File: src/rtl/ndn_pkg.sv
// Shared widths and FSM encoding for the NDN data producer.
package ndn_pkg;

  localparam int PREFIX_W = 64;
  localparam int LEN_W    = 6;
  localparam int BYTE_W   = 8;

  typedef enum logic [1:0] {
    IDLE,
    SEARCH,
    STREAM
  } state_e;

endpackage

File: src/rtl/producer_content_ram.sv
// Content byte store: one write port, one read port, registered read data.
module producer_content_ram
  import ndn_pkg::*;
#(
  parameter int ENTRIES   = 8,
  parameter int MAX_BYTES = 16,
  localparam int AW       = $clog2(ENTRIES * MAX_BYTES)
) (
  input  logic              clk,
  input  logic              we_i,
  input  logic [AW-1:0]     waddr_i,
  input  logic [BYTE_W-1:0] wdata_i,
  input  logic [AW-1:0]     raddr_i,
  output logic [BYTE_W-1:0] rdata_o
);

  logic [BYTE_W-1:0] mem_q [ENTRIES * MAX_BYTES];
  logic [BYTE_W-1:0] rdata_q;

  // NOTE: the array and its read register carry no reset so they map onto
  // block RAM; consumers gate rdata with their own reset-cleared state.
  always_ff @(posedge clk) begin
    if (we_i) begin
      mem_q[waddr_i] <= wdata_i;
    end
    rdata_q <= mem_q[raddr_i];
  end

  assign rdata_o = rdata_q;

endmodule

File: src/rtl/ndn_data_producer.sv
// Content producer: linear search of a header table, then stream the hit's
// bytes out of the content RAM; NACK on a full miss.
module ndn_data_producer
  import ndn_pkg::*;
#(
  parameter int ENTRIES   = 8,
  parameter int MAX_BYTES = 16,
  localparam int EW       = $clog2(ENTRIES),
  localparam int BW       = $clog2(MAX_BYTES),
  localparam int CLW      = BW + 1
) (
  input  logic                clk,
  input  logic                rst,
  input  logic                interest_valid,
  input  logic [PREFIX_W-1:0] interest_prefix,
  input  logic [LEN_W-1:0]    interest_len,
  input  logic                hdr_we,
  input  logic                byte_we,
  input  logic [EW-1:0]       ld_entry,
  input  logic [PREFIX_W-1:0] ld_prefix,
  input  logic [LEN_W-1:0]    ld_len,
  input  logic [CLW-1:0]      ld_content_len,
  input  logic [BW-1:0]       ld_addr,
  input  logic [BYTE_W-1:0]   ld_byte,
  output logic [PREFIX_W-1:0] data_prefix,
  output logic [LEN_W-1:0]    data_len,
  output logic                data_ready,
  output logic [BYTE_W-1:0]   data_out,
  output logic                nack,
  output logic                busy,
  output logic [7:0]          drop_count
);

  state_e              state_q, state_d;
  logic [EW-1:0]       idx_q, idx_d;
  logic [PREFIX_W-1:0] req_prefix_q, req_prefix_d;
  logic [LEN_W-1:0]    req_len_q, req_len_d;
  logic [CLW-1:0]      remaining_q, remaining_d;
  logic [BW-1:0]       rd_ptr_q, rd_ptr_d;
  logic [PREFIX_W-1:0] data_prefix_q, data_prefix_d;
  logic [LEN_W-1:0]    data_len_q, data_len_d;
  logic [7:0]          drop_q, drop_d;

  logic [ENTRIES-1:0]  valid_q;
  logic [PREFIX_W-1:0] hdr_prefix_q [ENTRIES];
  logic [LEN_W-1:0]    hdr_len_q    [ENTRIES];
  logic [CLW-1:0]      hdr_clen_q   [ENTRIES];

  logic [CLW-1:0]      ld_clen_clamped;
  logic                idle;
  logic                hit;
  logic [EW+BW-1:0]    raddr;
  logic [BYTE_W-1:0]   rdata;

  assign idle            = (state_q == IDLE);
  assign ld_clen_clamped = (ld_content_len > CLW'(MAX_BYTES)) ? CLW'(MAX_BYTES) : ld_content_len;
  assign hit             = valid_q[idx_q] && (hdr_prefix_q[idx_q] == req_prefix_q)
                           && (hdr_len_q[idx_q] == req_len_q);

  // Table loads are only honoured in IDLE so a search never sees a half-written entry.
  always_ff @(posedge clk or negedge rst) begin
    if (!rst) begin
      valid_q <= '0;
      for (int i = 0; i < ENTRIES; i++) begin
        hdr_prefix_q[i] <= '0;
        hdr_len_q[i]    <= '0;
        hdr_clen_q[i]   <= '0;
      end
    end else if (hdr_we && idle) begin
      valid_q[ld_entry]      <= (ld_content_len != '0);
      hdr_prefix_q[ld_entry] <= ld_prefix;
      hdr_len_q[ld_entry]    <= ld_len;
      hdr_clen_q[ld_entry]   <= ld_clen_clamped;
    end
  end

  producer_content_ram #(
    .ENTRIES   (ENTRIES),
    .MAX_BYTES (MAX_BYTES)
  ) u_ram (
    .clk     (clk),
    .we_i    (byte_we && idle),
    .waddr_i ({ld_entry, ld_addr}),
    .wdata_i (ld_byte),
    .raddr_i (raddr),
    .rdata_o (rdata)
  );

  // NOTE: every signal written here gets a default first, so no path leaves
  // one unassigned and no latch is inferred; blocking '=' is correct here.
  always_comb begin
    state_d       = state_q;
    idx_d         = idx_q;
    req_prefix_d  = req_prefix_q;
    req_len_d     = req_len_q;
    remaining_d   = remaining_q;
    rd_ptr_d      = rd_ptr_q;
    data_prefix_d = data_prefix_q;
    data_len_d    = data_len_q;
    raddr         = {idx_q, rd_ptr_q};
    nack          = 1'b0;

    unique case (state_q)
      IDLE: begin
        if (interest_valid) begin
          req_prefix_d = interest_prefix;
          req_len_d    = interest_len;
          idx_d        = '0;
          state_d      = SEARCH;
        end
      end
      SEARCH: begin
        if (hit) begin
          data_prefix_d = hdr_prefix_q[idx_q];
          data_len_d    = hdr_len_q[idx_q];
          remaining_d   = hdr_clen_q[idx_q];
          raddr         = {idx_q, BW'(0)};
          rd_ptr_d      = BW'(1);
          state_d       = STREAM;
        end else if (idx_q == EW'(ENTRIES - 1)) begin
          nack    = 1'b1;
          state_d = IDLE;
        end else begin
          idx_d = idx_q + EW'(1);
        end
      end
      STREAM: begin
        // RAM data lags its address by one cycle, so fetch one byte ahead.
        rd_ptr_d    = rd_ptr_q + BW'(1);
        remaining_d = remaining_q - CLW'(1);
        if (remaining_q == CLW'(1)) begin
          state_d = IDLE;
        end
      end
      default: state_d = IDLE;
    endcase
  end

  always_comb begin
    drop_d = drop_q;
    if (interest_valid && !idle && (drop_q != 8'hFF)) begin
      drop_d = drop_q + 8'd1;
    end
  end

  always_ff @(posedge clk or negedge rst) begin
    if (!rst) begin
      state_q       <= IDLE;
      idx_q         <= '0;
      req_prefix_q  <= '0;
      req_len_q     <= '0;
      remaining_q   <= '0;
      rd_ptr_q      <= '0;
      data_prefix_q <= '0;
      data_len_q    <= '0;
      drop_q        <= '0;
    end else begin
      state_q       <= state_d;
      idx_q         <= idx_d;
      req_prefix_q  <= req_prefix_d;
      req_len_q     <= req_len_d;
      remaining_q   <= remaining_d;
      rd_ptr_q      <= rd_ptr_d;
      data_prefix_q <= data_prefix_d;
      data_len_q    <= data_len_d;
      drop_q        <= drop_d;
    end
  end

  assign busy        = !idle;
  assign data_ready  = (state_q == STREAM);
  assign data_out    = data_ready ? rdata : '0;
  assign data_prefix = data_prefix_q;
  assign data_len    = data_len_q;
  assign drop_count  = drop_q;

endmodule

File: config.mk
export PLATFORM = sky130hd
export DESIGN_NAME = ndn_data_producer
export DESIGN_NICKNAME = d
export VERILOG_FILES = /design/src/rtl/ndn_pkg.sv /design/src/rtl/producer_content_ram.sv /design/src/rtl/ndn_data_producer.sv
export SDC_FILE = /design/constraint.sdc
export NUM_CORES = 2
export LEC_CHECK = 0
export ABC_AREA = 1
export CORE_UTILIZATION = 40
export CTS_CLUSTER_SIZE = 40
export DETAILED_ROUTE_END_ITERATION = 10
export HOLD_SLACK_MARGIN = 0.02
export SETUP_SLACK_MARGIN = 0.3
export SLEW_MARGIN = 0
export SYNTH_ARGS = -nofsm -noshare
export SYNTH_HDL_FRONTEND = slang
export SYNTH_HIERARCHICAL = 1
export SYNTH_SLANG_ARGS = --single-unit
File: constraint.sdc
create_clock -name clk -period 4.7 [get_ports clk]
set_input_delay 0.705 -clock clk [delete_from_list [all_inputs] [get_ports clk]]
set_output_delay 0.705 -clock clk [all_outputs]
set_load 0.01 [all_outputs]
==> impl_summary.log <==
INFO  metric synth.ff_latch_count = 1,802
INFO  metric max_freq = 226.3 MHz
INFO  metric clock_path_buffers = 3
INFO  metric worst-endpoint-required = 5.49 ns
INFO  metric grt_use_total = 0.2476
INFO  metric vias_per_cell = 5.381
INFO  metric postSynth.topFlopCell = sky130_fd_sc_hd__edfxtp_1
INFO  metric floorplan.die.height = 448.0 um
INFO  metric hold_path_depth = 1
INFO  metric report.final.hold_viol_count = 0
INFO  metric design_area = 0.09432 mm^2
INFO  metric rsz_0062_raised_after_global_routing = true
INFO  metric hp-start = ld_byte[3]
INFO  metric synth-edff-count = 1,024
INFO  metric critical_path.max_stage_delay = 0.50 ns
INFO  metric clock_tree.htree_level_count = 4
INFO  metric largest_fanout_of_any_net_on_the_critical_path = 21
INFO  metric drt-pass1-iter-count = 6
INFO  metric nFillCells = 18.17k
INFO  metric die_area = 0.2007 mm^2
INFO  metric layout.nets = 8,822
INFO  metric cp.depth = 31
INFO  metric final-max-slew-violation-count = 0
INFO  metric critical_path.n_buffers_inverters = 9
INFO  metric worst_r2r_path_depth = 31
INFO  metric tritoncts.num_buffers = 189
INFO  metric die_w = 448.0 um
INFO  metric clock-root-buffer = sky130_fd_sc_hd__clkbuf_16
INFO  metric total_leakage_power = 39.17 nW
INFO  metric sequential_fraction_of_the_synthesis_area = 0.6307
INFO  metric grt_first_pass_wirelength = 373,500 um
INFO  metric yosys.area.top_type = sky130_fd_sc_hd__edfxtp_1
INFO  metric fp-row-count = 163
INFO  metric setup_total_negative_slack = 0 ns
INFO  metric final-setup-viol-count = 0
INFO  metric drtAntennaViolNets = 0
INFO  metric design.portCount = 254
INFO  metric core_area = 0.1974 mm^2
INFO  metric final.setup_skew = 0.06268 ns
INFO  metric worstReg2RegEnd = u_ram/rdata_o[4]$_DFF_P_
INFO  metric pwr_density_cell = 545.2 mW/mm^2
INFO  metric synthesis.nets = 8,568
INFO  metric wl_met3 = 18,860 um
INFO  metric total_power = 0.05142 W
INFO  metric r2r-start = idx_q[0]$_DFFE_PN0P_
INFO  metric hold_path_end = u_ram/mem_q[49][3]$_DFFE_PP_
INFO  metric min-delay-path-class = in -> reg
INFO  metric synth_area_per_cell = 9.475 um^2
INFO  metric layout-drive-gt1-share = 0.09438
INFO  metric post_drt_wl_per_cell = 22.45 um
INFO  metric critical_path_class = reg -> reg
INFO  metric worstSkewPairLatency = 0.87 ns
INFO  metric tritoncts = done
INFO  metric numClockSinks = 1,802
INFO  metric dpl-instance-area = 0.08567 mm^2
INFO  metric timing.critical_path.arrival = 5.20 ns
INFO  metric synth_most_common_cell = sky130_fd_sc_hd__nand2_1
INFO  metric critPathCaptureType = flop
INFO  metric vias_in_the_first_global_route = 59.02k
INFO  metric yosys.area.top_type_share = 0.3865
INFO  metric synth_cells = 8,397
INFO  metric initial_utilization = 0.4030
INFO  metric final_period_minus_worst_setup_slack = 4.418 ns
INFO  metric top_signal_layer_used = met5
INFO  metric via_count = 61.69k
INFO  metric finish.utilization = 0.4777
INFO  metric met2WireLength = 123,800 um
INFO  metric synthDistinctLibCells = 43
INFO  metric port_bufs = 253
INFO  metric place.gp.congestion = 0.9192
INFO  metric synth.top_cells.by_count = sky130_fd_sc_hd__nand2_1 (2,753), sky130_fd_sc_hd__nand3_1 (1,257), sky130_fd_sc_hd__edfxtp_1 (1,024)
INFO  metric grt_max_degree = 143
INFO  metric route.layer.met1.wl = 101,300 um
INFO  metric cap_violations = 0
INFO  metric cp_common_cell = sky130_fd_sc_hd__nand2_1
INFO  metric cts_clk_pin_slew_worst_paths = 0.06 ns
INFO  metric ys_warn_count = 6
INFO  metric timing_worst_slew_pin_value = 1.135 ns
INFO  metric first_iter_violations = 6,794
INFO  metric netlist_area = 0.07956 mm^2
INFO  metric status = finished clean
INFO  metric period_share = 0.9400
INFO  metric area_delta_synth_final = 18.55%
INFO  metric wl = 257,400 um
INFO  metric dp_hpwl = 158,500 um
INFO  metric worst-r2r-setup-slack = 0.28 ns
INFO  metric antenna_found_initial = 24
INFO  metric worst_setup_path_start_kind = flop
INFO  metric drc_errors = 0
INFO  metric vdd.ir_drop.worst = 0.4199 mV
INFO  metric async_flop_share = 0.4273
INFO  metric synth_top_cells_by_area = sky130_fd_sc_hd__edfxtp_1 (39%), sky130_fd_sc_hd__dfrtp_1 (24%), sky130_fd_sc_hd__nand2_1 (13%)
INFO  metric slowest_stage = sky130_fd_sc_hd__dfrtp_4
INFO  metric cp_delay_by_family_top = simple AND/OR/NAND/NOR gates
INFO  metric grt_remaining_overflow = 0
INFO  metric timing.slew.headroom = 0.2427
worst register-to-register path, delay by kind of cell, from the launching register on:
| kind | cells | cell delay (ns) |
|---|---|---|
| DFF | 1 | 0.50 |
| buffers and inverters | 9 | 1.42 |
| and+or+nand+nor | 22 | 2.43 |
cells by family after synthesis:
kind of cell	share of synthesized area
DFF	0.6307
AOI/OAI and AO/OA	0.05247
xor gates and xnor gates	0.0008807
muxes	0.005662
buffers and inverters	0.06755
adders and majority gates	0.0009436
and+or+nand+nor	0.2418
flip-flops by register name (all words and copies together), names as in the netlist, 5 cells and up:
| register | flops |
|---|---|
| req_prefix_q | 64 |
| u_ram/mem_q | 1024 |
| hdr_prefix_q | 512 |
| drop_count | 8 |
| hdr_len_q | 48 |
| valid_q | 8 |
| remaining_q | 5 |
| req_len_q | 6 |
| u_ram/rdata_o | 8 |
| data_len | 6 |
| data_prefix | 64 |
| hdr_clen_q | 40 |
metal layers:
metal,vias up,track usage
li1,28343,-
met1,30002,0.3166
met2,2738,0.4105
met3,596,0.03832
met4,6,0.1194
met5,-,0
metrics by stage:
stage	setup slack [ns]	instances	hold WS, ns
floorplan	1.388	8397	0.4094
CTS	0.3013	11399	0.2598
finish	0.2819	11463	0.3177
global route	0.1729	11462	0.2959
global placement	-0.06785	11024	0.4566
detailed placement	-0.08524	11024	0.4599
cell usage in the layout, fill, tap and decap left out, drive strengths merged, types with 11 or more instances in the layout:
| master | instances |
|---|---|
| dfrtp | 770 |
| clkbuf | 291 |
| clkinv | 65 |
| o211ai | 75 |
| nand3 | 1258 |
| buf | 331 |
| clkdlybuf4s50 | 243 |
| nand4 | 91 |
| edfxtp | 1024 |
| nor3 | 11 |
| nand2 | 2754 |
| nor2 | 426 |
| mux2 | 40 |
| a21oi | 53 |
| inv | 621 |
| o21ai | 646 |
| nand3b | 40 |
| bufinv | 20 |
layout make-up:
cell class / instances / area (um^2) / area share
Sequential cell: 1802 / 50190 / 0.5321
Multi-Input combinational cell: 5430 / 24540 / 0.2602
Timing Repair Buffer: 607 / 7259 / 0.07697
Clock buffer: 264 / 5333 / 0.05654
Tap cell: 2640 / 3303 / 0.03502
Inverter: 618 / 2397 / 0.02542
Clock inverter: 91 / 1239 / 0.01313
Timing Repair inverter: 3 / 36.28 / 0.0003847
Antenna cell: 8 / 20.02 / 0.0002123
timing repair:
| item | 4_1_cts | 5_1_grt |
|---|---|---|
| hold buffers | 1 | 0 |
| pin swaps | 6 | 20 |
| setup buffers | 12 | 25 |
| setup endpoints to repair | 9 | 9 |
| gates cloned | 7 | 31 |
| hold endpoints to repair | 55 | 0 |
| resized for setup | 76 | 96 |
report_power, final:
group	switching [W]	internal [W]	leakage, nW	total [W]
logic	0.00984	0.00500	17.5	0.0148
clock network	0.00654	0.00910	3.19	0.0156
registers	0.00129	0.0196	18.5	0.0209
how the worst max path moves through the flow:
stage                                to  slack [ns]                  from
2_1_floorplan  u_ram/rdata_o[0]$_DFF_P_        1.39  idx_q[0]$_DFFE_PN0P_
3_3_place_gp   u_ram/rdata_o[6]$_DFF_P_       -0.07  idx_q[2]$_DFFE_PN0P_
4_1_cts                            nack        0.30  idx_q[0]$_DFFE_PN0P_
6_report       u_ram/rdata_o[4]$_DFF_P_        0.28  idx_q[0]$_DFFE_PN0P_
5_1_grt        u_ram/rdata_o[5]$_DFF_P_        0.17  idx_q[0]$_DFFE_PN0P_
3_5_place_dp   u_ram/rdata_o[5]$_DFF_P_       -0.09  idx_q[0]$_DFFE_PN0P_
Note: power is estimated with default switching activity, not from simulation.
